`src/rtl/hrm_sequencer_pkg.sv`:
```
// Shared encodings for the HRM sequencer: opcodes, FSM states, accumulator source and ALU op codes.
// The INDIR state only exists when HRM_INDIRECT_EN is defined.
package hrm_sequencer_pkg;

  localparam logic [3:0] OP_INBOX    = 4'h0;
  localparam logic [3:0] OP_OUTBOX   = 4'h1;
  localparam logic [3:0] OP_COPYFROM = 4'h2;
  localparam logic [3:0] OP_COPYTO   = 4'h3;
  localparam logic [3:0] OP_ADD      = 4'h4;
  localparam logic [3:0] OP_SUB      = 4'h5;
  localparam logic [3:0] OP_BUMPP    = 4'h6;
  localparam logic [3:0] OP_BUMPM    = 4'h7;
  localparam logic [3:0] OP_JUMP     = 4'h8;
  localparam logic [3:0] OP_JUMPZ    = 4'h9;
  localparam logic [3:0] OP_JUMPN    = 4'hA;

  localparam logic [7:0] HALT_OP_DEFAULT = 8'hF0;

  localparam logic [1:0] SRC_INBOX = 2'd0;
  localparam logic [1:0] SRC_MEM   = 2'd1;
  localparam logic [1:0] SRC_ALU   = 2'd2;

  localparam logic [1:0] ALU_ADD = 2'd0;
  localparam logic [1:0] ALU_SUB = 2'd1;
  localparam logic [1:0] ALU_INC = 2'd2;
  localparam logic [1:0] ALU_DEC = 2'd3;

  typedef enum logic [2:0] {
    S_FETCH  = 3'd0,
    S_DECODE = 3'd1,
    S_ARG    = 3'd2,
`ifdef HRM_INDIRECT_EN
    S_INDIR  = 3'd3,
`endif
    S_EXEC   = 3'd4,
    S_HALT   = 3'd5
  } state_t;

  typedef enum logic [3:0] {
    CLS_INBOX, CLS_OUTBOX, CLS_COPYFROM, CLS_COPYTO,
    CLS_ADD, CLS_SUB, CLS_BUMPP, CLS_BUMPM,
    CLS_JUMP, CLS_JUMPZ, CLS_JUMPN, CLS_HALT, CLS_ILLEGAL
  } opclass_t;

endpackage

```
`src/rtl/hrm_opdec.sv`:
```
// Combinational instruction decode: rIR -> opcode class, operand/indirect/legal flags.
// Zero latency; no handshake. Indirect flag is forced low unless HRM_INDIRECT_EN is defined.
module hrm_opdec
  import hrm_sequencer_pkg::*;
#(
  parameter logic [7:0] HALT_OP = HALT_OP_DEFAULT
) (
  input  logic [7:0] i_ir,
  output logic       o_has_operand,
  output logic       o_is_indirect,
  output logic       o_is_legal,
  output opclass_t   o_opclass
);

  always_comb begin
    o_opclass  = CLS_ILLEGAL;
    o_is_legal = 1'b1;
    // The full halt byte wins over any nibble match so HALT_OP can be reassigned freely.
    if (i_ir == HALT_OP) begin
      o_opclass = CLS_HALT;
    end else begin
      case (i_ir[7:4])
        OP_INBOX:    o_opclass = CLS_INBOX;
        OP_OUTBOX:   o_opclass = CLS_OUTBOX;
        OP_COPYFROM: o_opclass = CLS_COPYFROM;
        OP_COPYTO:   o_opclass = CLS_COPYTO;
        OP_ADD:      o_opclass = CLS_ADD;
        OP_SUB:      o_opclass = CLS_SUB;
        OP_BUMPP:    o_opclass = CLS_BUMPP;
        OP_BUMPM:    o_opclass = CLS_BUMPM;
        OP_JUMP:     o_opclass = CLS_JUMP;
        OP_JUMPZ:    o_opclass = CLS_JUMPZ;
        OP_JUMPN:    o_opclass = CLS_JUMPN;
        default:     o_is_legal = 1'b0;
      endcase
    end
  end

  assign o_has_operand = o_is_legal && (o_opclass != CLS_INBOX) &&
                         (o_opclass != CLS_OUTBOX) && (o_opclass != CLS_HALT);

`ifdef HRM_INDIRECT_EN
  assign o_is_indirect = o_has_operand & i_ir[3];
`else
  assign o_is_indirect = 1'b0;
`endif

endmodule

```
`src/rtl/hrm_sequencer.sv`:
```
// HRM control sequencer: FETCH/DECODE/ARG/(INDIR)/EXEC/HALT, strobes decoded from state and rIR.
// EXEC stalls on inbox_empty/outbox_full; HRM_INDIRECT_EN adds the INDIR operand-deref state.
module hrm_sequencer
  import hrm_sequencer_pkg::*;
#(
  parameter logic [7:0] HALT_OP = HALT_OP_DEFAULT
) (
  input  logic       clk,
  input  logic       rst,
  input  logic [7:0] rIR,
  input  logic       aluZ,
  input  logic       aluN,
  input  logic       inbox_empty,
  input  logic       outbox_full,
  output logic       wIR,
  output logic       wPC,
  output logic       jmp,
  output logic       wAR,
  output logic       wM,
  output logic       wR,
  output logic [1:0] srcR,
  output logic [1:0] alu_op,
  output logic       rInbox,
  output logic       wOutbox,
  output logic       halted,
  output logic       illegal,
  output logic [2:0] state
);

  state_t   r_state, w_next;
  logic     r_halted, r_illegal;
  logic     w_has_operand, w_is_indirect, w_is_legal;
  opclass_t w_opclass;
  logic     w_wir, w_wpc, w_jmp, w_war, w_wm, w_wr, w_rinbox, w_woutbox;
  logic [1:0] w_srcr, w_aluop;

  hrm_opdec #(.HALT_OP(HALT_OP)) u_opdec (
    .i_ir          (rIR),
    .o_has_operand (w_has_operand),
    .o_is_indirect (w_is_indirect),
    .o_is_legal    (w_is_legal),
    .o_opclass     (w_opclass)
  );

  always_ff @(posedge clk) begin
    if (rst) begin
      r_state   <= S_FETCH;
      r_halted  <= 1'b0;
      r_illegal <= 1'b0;
    end else begin
      r_state <= w_next;
      if (w_next == S_HALT) r_halted <= 1'b1;
      if (r_state == S_DECODE && !w_is_legal) r_illegal <= 1'b1;
    end
  end

  always_comb begin
    w_next    = r_state;
    w_wir     = 1'b0;
    w_wpc     = 1'b0;
    w_jmp     = 1'b0;
    w_war     = 1'b0;
    w_wm      = 1'b0;
    w_wr      = 1'b0;
    w_srcr    = SRC_INBOX;
    w_aluop   = ALU_ADD;
    w_rinbox  = 1'b0;
    w_woutbox = 1'b0;
    case (r_state)
      S_FETCH: begin
        w_wir  = 1'b1;
        w_wpc  = 1'b1;
        w_next = S_DECODE;
      end
      S_DECODE: begin
        if (!w_is_legal || w_opclass == CLS_HALT) w_next = S_HALT;
        else if (w_has_operand)                   w_next = S_ARG;
        else                                      w_next = S_EXEC;
      end
      S_ARG: begin
        w_war = 1'b1;
        w_wpc = 1'b1;
`ifdef HRM_INDIRECT_EN
        w_next = w_is_indirect ? S_INDIR : S_EXEC;
`else
        w_next = S_EXEC;
`endif
      end
`ifdef HRM_INDIRECT_EN
      S_INDIR: begin
        w_war  = 1'b1;
        w_next = S_EXEC;
      end
`endif
      S_EXEC: begin
        w_next = S_FETCH;
        case (w_opclass)
          // I/O ops hold EXEC with all strobes low until their queue is ready.
          CLS_INBOX: begin
            if (inbox_empty) w_next = S_EXEC;
            else begin
              w_rinbox = 1'b1;
              w_wr     = 1'b1;
              w_srcr   = SRC_INBOX;
            end
          end
          CLS_OUTBOX: begin
            if (outbox_full) w_next = S_EXEC;
            else             w_woutbox = 1'b1;
          end
          CLS_COPYFROM: begin w_wr = 1'b1; w_srcr = SRC_MEM; end
          CLS_COPYTO:   w_wm = 1'b1;
          CLS_ADD:   begin w_wr = 1'b1; w_srcr = SRC_ALU; w_aluop = ALU_ADD; end
          CLS_SUB:   begin w_wr = 1'b1; w_srcr = SRC_ALU; w_aluop = ALU_SUB; end
          CLS_BUMPP: begin w_wr = 1'b1; w_wm = 1'b1; w_srcr = SRC_ALU; w_aluop = ALU_INC; end
          CLS_BUMPM: begin w_wr = 1'b1; w_wm = 1'b1; w_srcr = SRC_ALU; w_aluop = ALU_DEC; end
          CLS_JUMP:  begin w_wpc = 1'b1; w_jmp = 1'b1; end
          CLS_JUMPZ: begin w_wpc = aluZ; w_jmp = aluZ; end
          CLS_JUMPN: begin w_wpc = aluN; w_jmp = aluN; end
          default:   w_next = S_HALT;
        endcase
      end
      S_HALT:  w_next = S_HALT;
      default: w_next = S_FETCH;
    endcase
  end

  // Outputs are forced quiet during rst so an aborted EXEC never leaks a write.
  assign wIR     = w_wir     & ~rst;
  assign wPC     = w_wpc     & ~rst;
  assign jmp     = w_jmp     & ~rst;
  assign wAR     = w_war     & ~rst;
  assign wM      = w_wm      & ~rst;
  assign wR      = w_wr      & ~rst;
  assign srcR    = rst ? 2'b00 : w_srcr;
  assign alu_op  = rst ? 2'b00 : w_aluop;
  assign rInbox  = w_rinbox  & ~rst;
  assign wOutbox = w_woutbox & ~rst;
  assign halted  = r_halted  & ~rst;
  assign illegal = r_illegal & ~rst;
  assign state   = rst ? S_FETCH : r_state;

endmodule

```
`config.mk`:
```
export PLATFORM = sky130hd
export DESIGN_NAME = hrm_sequencer
export DESIGN_NICKNAME = d
export VERILOG_FILES = /design/src/rtl/hrm_sequencer_pkg.sv /design/src/rtl/hrm_opdec.sv /design/src/rtl/hrm_sequencer.sv
export SDC_FILE = /design/constraint.sdc
export NUM_CORES = 1
export LEC_CHECK = 0
export ABC_AREA = 1
export CAP_MARGIN = 20
export CORE_MARGIN = 2
export CORE_UTILIZATION = 33
export CTS_CLUSTER_DIAMETER = 40
export CTS_CLUSTER_SIZE = 28
export DETAILED_ROUTE_END_ITERATION = 12
export GPL_TIMING_DRIVEN = 0
export PLACE_DENSITY = 0.74
export RECOVER_POWER = 50
export SETUP_SLACK_MARGIN = 0.5
export SLEW_MARGIN = 25
export SYNTH_ARGS = -nofsm -noshare
export SYNTH_HDL_FRONTEND = slang
export SYNTH_SLANG_ARGS = --single-unit
```
`constraint.sdc`:
```
create_clock -name clk -period 1.15 [get_ports clk]
set_input_delay 0.2875 -clock clk [delete_from_list [all_inputs] [get_ports clk]]
set_output_delay 0.2875 -clock clk [all_outputs]
set_load 0.01 [all_outputs]
```
Word-level counts from Yosys, hierarchy flattened
Index checks and enable logic that the tools add are counted.
Widths: inputs -> output; s select.
- bits in read-only memories: 0
- latch bits: 0
- word-level logic and storage cells: 91
- output and inout port bits: 17
- memories kept: 0
- RAM bits: 0
- bits in registers: 5
- reductions and logical operators: 16
- multipliers: 0
- divide/modulo/power cells: 0
- bitwise gates (word level): 11
- equal/unequal tests: 29
- order comparisons: 0
- shift-type cells: 0
- add/sub/neg operators: 0
- multiplexer cells: 32
- operators with widths (cell ; number):
    $pmux 4 s11 ; 1
    $eq 4x3->1 const B ; 8
    $eq 4x4->1 const B ; 7
    $eq 4x2->1 const B ; 4
    $mux 3 ; 5
    $pmux 3 s5 ; 1
    $mux 1 ; 14
    $reduce_or 11->1 ; 1
    $and 1x1->1 ; 10
    $eq 3x3->1 const B ; 3
    $pmux 3 s3 ; 1
    $reduce_or 9->1 ; 1
    $eq 4x1->1 const B ; 2
    $eq 8x8->1 const B ; 1
    $logic_not 4->1 ; 2
    $mux 2 ; 4
    $pmux 2 s3 ; 1
    $reduce_or 5->1 ; 1
    $logic_and 1x1->1 ; 4
    $mux 4 ; 1
    $ne 4x1->1 const B ; 1
    $ne 4x4->1 const B ; 1
    $pmux 1 s2 ; 2
    $pmux 2 s2 ; 1
    other kinds (11) ; 11

Longest topological paths before layout
- depth in word-level cells: 11
- depth in mapped cells: 8
- mapped depth without buffers: 8

Cells and area by module
Synthesis repeated with hierarchy kept, for this count alone.
- cells, all modules: 113
- area total of the unflattened synthesis: 619.3 sq um
- by module, submodules not included (module ; seq. area each (sq um) ; area each (sq um) ; times used ; cells each):
    hrm_sequencer ; 100.1 ; 466.7 ; 1 ; 81
    hrm_opdec ; 0.0 ; 152.6 ; 1 ; 32

Worst setup path after synthesis
No wires, ideal clock.
- path type: flip-flop to output port
- start: reg r_state[2]
- end: out alu_op[0]
- arrival: 1169 ps
- cell stages (with the launch flop): 7
- setup slack: -306 ps
- path through: dfxtp_1 -> inv_1 -> nor2_4 -> nand2_4 -> nor3_4 -> inv_1 -> nor2_1
- word-level cells in the longest chain between the ends: 3
- RTL lines (element ; line ; text):
    start, declared ; hrm_sequencer.sv:30 ; state_t r_state, w_next;
    start signal, assigned ; hrm_sequencer.sv:51 ; r_state <= w_next;
    $eq 3x3->1 ; hrm_sequencer.sv:69 ; case (r_state)
    $mux 2 ; hrm_sequencer.sv:69 ;
    $mux 2 ; hrm_sequencer.sv:136 ; assign alu_op = rst ? 2'b00 : w_aluop;
    end, declared ; hrm_sequencer.sv:22 ; output logic [1:0] alu_op,
No other way between the ends.

Worst setup path in the final report
- start: reg r_state[2]
- end: out wR
- word-level cells in the longest chain between the ends: 3
- RTL lines (element ; line ; text):
    $eq 3x3->1 ; hrm_sequencer.sv:69 ;
    $mux 1 ; hrm_sequencer.sv:69 ;
    $and 1x1->1 ; hrm_sequencer.sv:134 ; assign wR = w_wr & ~rst;
    end, declared ; hrm_sequencer.sv:20 ; output logic wR,
No other way between the ends.

==> impl_metrics.toml <==
[yosys]
synth_edf_count = 0
synth_nets = 106
yosysTopAreaCellShare_pct = 19.0
ys_dominant_reg_cell = "dfxtp_1"
syn_area_per_cell_um2 = 5.74
synth-seq-cells = 5
ys_top_cells_by_area = "dfxtp_1 19%, inv_1 14%, nand2_1 14%"
yosysWarningCount = 0
yosys-top-cells-count = "20 x inv_1, 20 x nand2_1, 19 x nor2_1"
post_synth_num_cell_types = 20
synth_area_um2 = 528
async_flop_share_pct = 0
syn_inst = 92
synth_top_area_cell = "dfxtp_1"
yosysSeqAreaShare_pct = 19.0

[detailed_routing]
drt_iter0_drc = 20
via_per_inst = 5.37
wirelength_um = 2540
dr.pass1.iters = 4
post_drt_wl_per_cell_um = 15.8
antenna_left = 0
drt-met1-wl_um = 1030
drc = 0
route.met2.wl_um = 1300
wl_met3_um = 122
vias = 864
top_layer_used = "met4"

[critical_path]
cp.required_ps = 860
critPathLaunchType = "register"
critPathArrivalTime_ps = 1400
crit_fanout = 2
cp-end-kind = "output port"
crit_type = "reg2out"

[floorplan]
die-height_um = 44
initial_utilization_pct = 35.0
die_x_um = 44
coreArea_mm2 = 0.00151
die_area_mm2 = 0.00194
row_count = 14
io-pin-count = 31

[clock_network]
htree_levels = 1
cts.sinks = 5
cts_made_buffers = 3
root_buffer = "clkbuf_4"
path_clk_slew_ps = 50
clk_latency_ps = 250
cts_buffer_depth = 2
cts_tree = "yes"

[timing]
fin_ws_ps = -535
relSlewSlack_pct = 84.9
setup_tns_ps = -5460
period_needed_ps = 1680
drv_slew = 0
max_freq_mhz = 594
rsz0062_at_grt = "yes"
hold_violations = 0
worst_pin_slew_ps = 226
setup_viol_count_final = 17
period_share_pct = 146
finClkSkew_ps = 14.8

[place]
placed_area_um2 = 947
gp_congestion = 0.777
place_ws_ps = -1430
dp_hpwl_um = 1140
io_buffers = 29
placedCellCount = 137

[power_and_ir_drop]
p_leak_uw = 0.000626
power.total_uw = 1100
power_density_mw_per_mm2 = 865
vdd_drop_max_mv = 1.05

[finish]
stdcell_count = 161
area_growth_pct = 141
final_nets = 160
antenna_cells = 0
stdcell_area_mm2 = 0.00127
drive_above_1_share_pct = 71.7

[flow_run]
maxCapViolations = 0

[grt]
track_usage_pct = 25.9
grt_overflow = 0
grt_pass1_wl_um = 3680
grt_max_degree = 9
grt_pass1_vias = 813
antenna_found_initial = 0

[status]
violations = "setup timing"
status = "complete, but fails checks"

[min_path]
hp-class = "in2reg"
==> path summary, 6_finish.rpt <==
check              from         to  slack [ps]  depth (start not counted)
max          r_state[2]         wR        -530                          7
min                 rst   r_halted         400                          3
max reg2reg  r_state[2]   r_halted         -30                          7
min reg2reg   r_illegal  r_illegal         450                          2
==> where the power goes <==
group,internal [uW],switching [uW],leakage [uW],total [uW]
registers,204,23.0,0.0000433,227
logic,313,349,0.000568,662
clock network,132,79.9,0.0000150,212
total,649,452,0.000626,1100
==> worst max-delay path, stage by stage (launching register included) <==
cell and delay (ps):
dfxtp_4 370, inv_6 40, nor2_4 140, buf_6 120
nand4_1 140, buf_4 170, nand2_2 60, buf_6 90
==> metal layers <==
layer | up-vias | global-route usage [%]
met5 | - | 0
met4 | 0 | 9.09
met3 | 10 | 7.50
met2 | 40 | 45.0
met1 | 418 | 29.8
li1 | 396 | -
==> flip-flops by register name (all words and copies together), names as in the netlist <==
register	count
r_illegal	1
r_halted	1
r_state	3
==> placed cells by master, fill, tap and decap left out, types with 5 or more instances in the layout <==
cell type / n
buf_2: 11
buf_4: 13
buf_6: 13
clkdlybuf4s50_1: 6
inv_1: 8
inv_2: 8
nand2_1: 8
nand2_2: 8
nand2_4: 5
nor2_1: 7
nor2_2: 7
nor2_4: 7
==> logic make-up after synthesis <==
group	after synthesis	share of synthesized area [%]
simple gates	58	54.3
flops	5	19.0
buf+inv	22	15.9
compound gates	7	10.9
==> cell type report <==
| cell class | count | area [um^2] |
|---|---|---|
| fill | 77 | 234 |
| timing repair buffer | 49 | 438 |
| inverter | 20 | 93.8 |
| buffer | 2 | 45.0 |
| tap | 16 | 20.0 |
| sequential | 5 | 109 |
| clock buffer | 4 | 26.3 |
| multi-input combinational | 65 | 541 |
==> what timing repair did <==
item	CTS	global route
gates resized for setup	129	25
pin swaps	23	11
setup buffers	17	3
endpoints found under the hold margin	0	0
endpoints found under the setup margin	22	22
hold buffers	0	0
==> through the flow <==
step	hold slack, ps	util (%)
after floorplan	439	-
after global placement	454	62.9
after detailed placement	459	62.9
after CTS	365	76.3
after global routing	394	84.5
final	398	84.5
(Power assumes the default switching activity.)
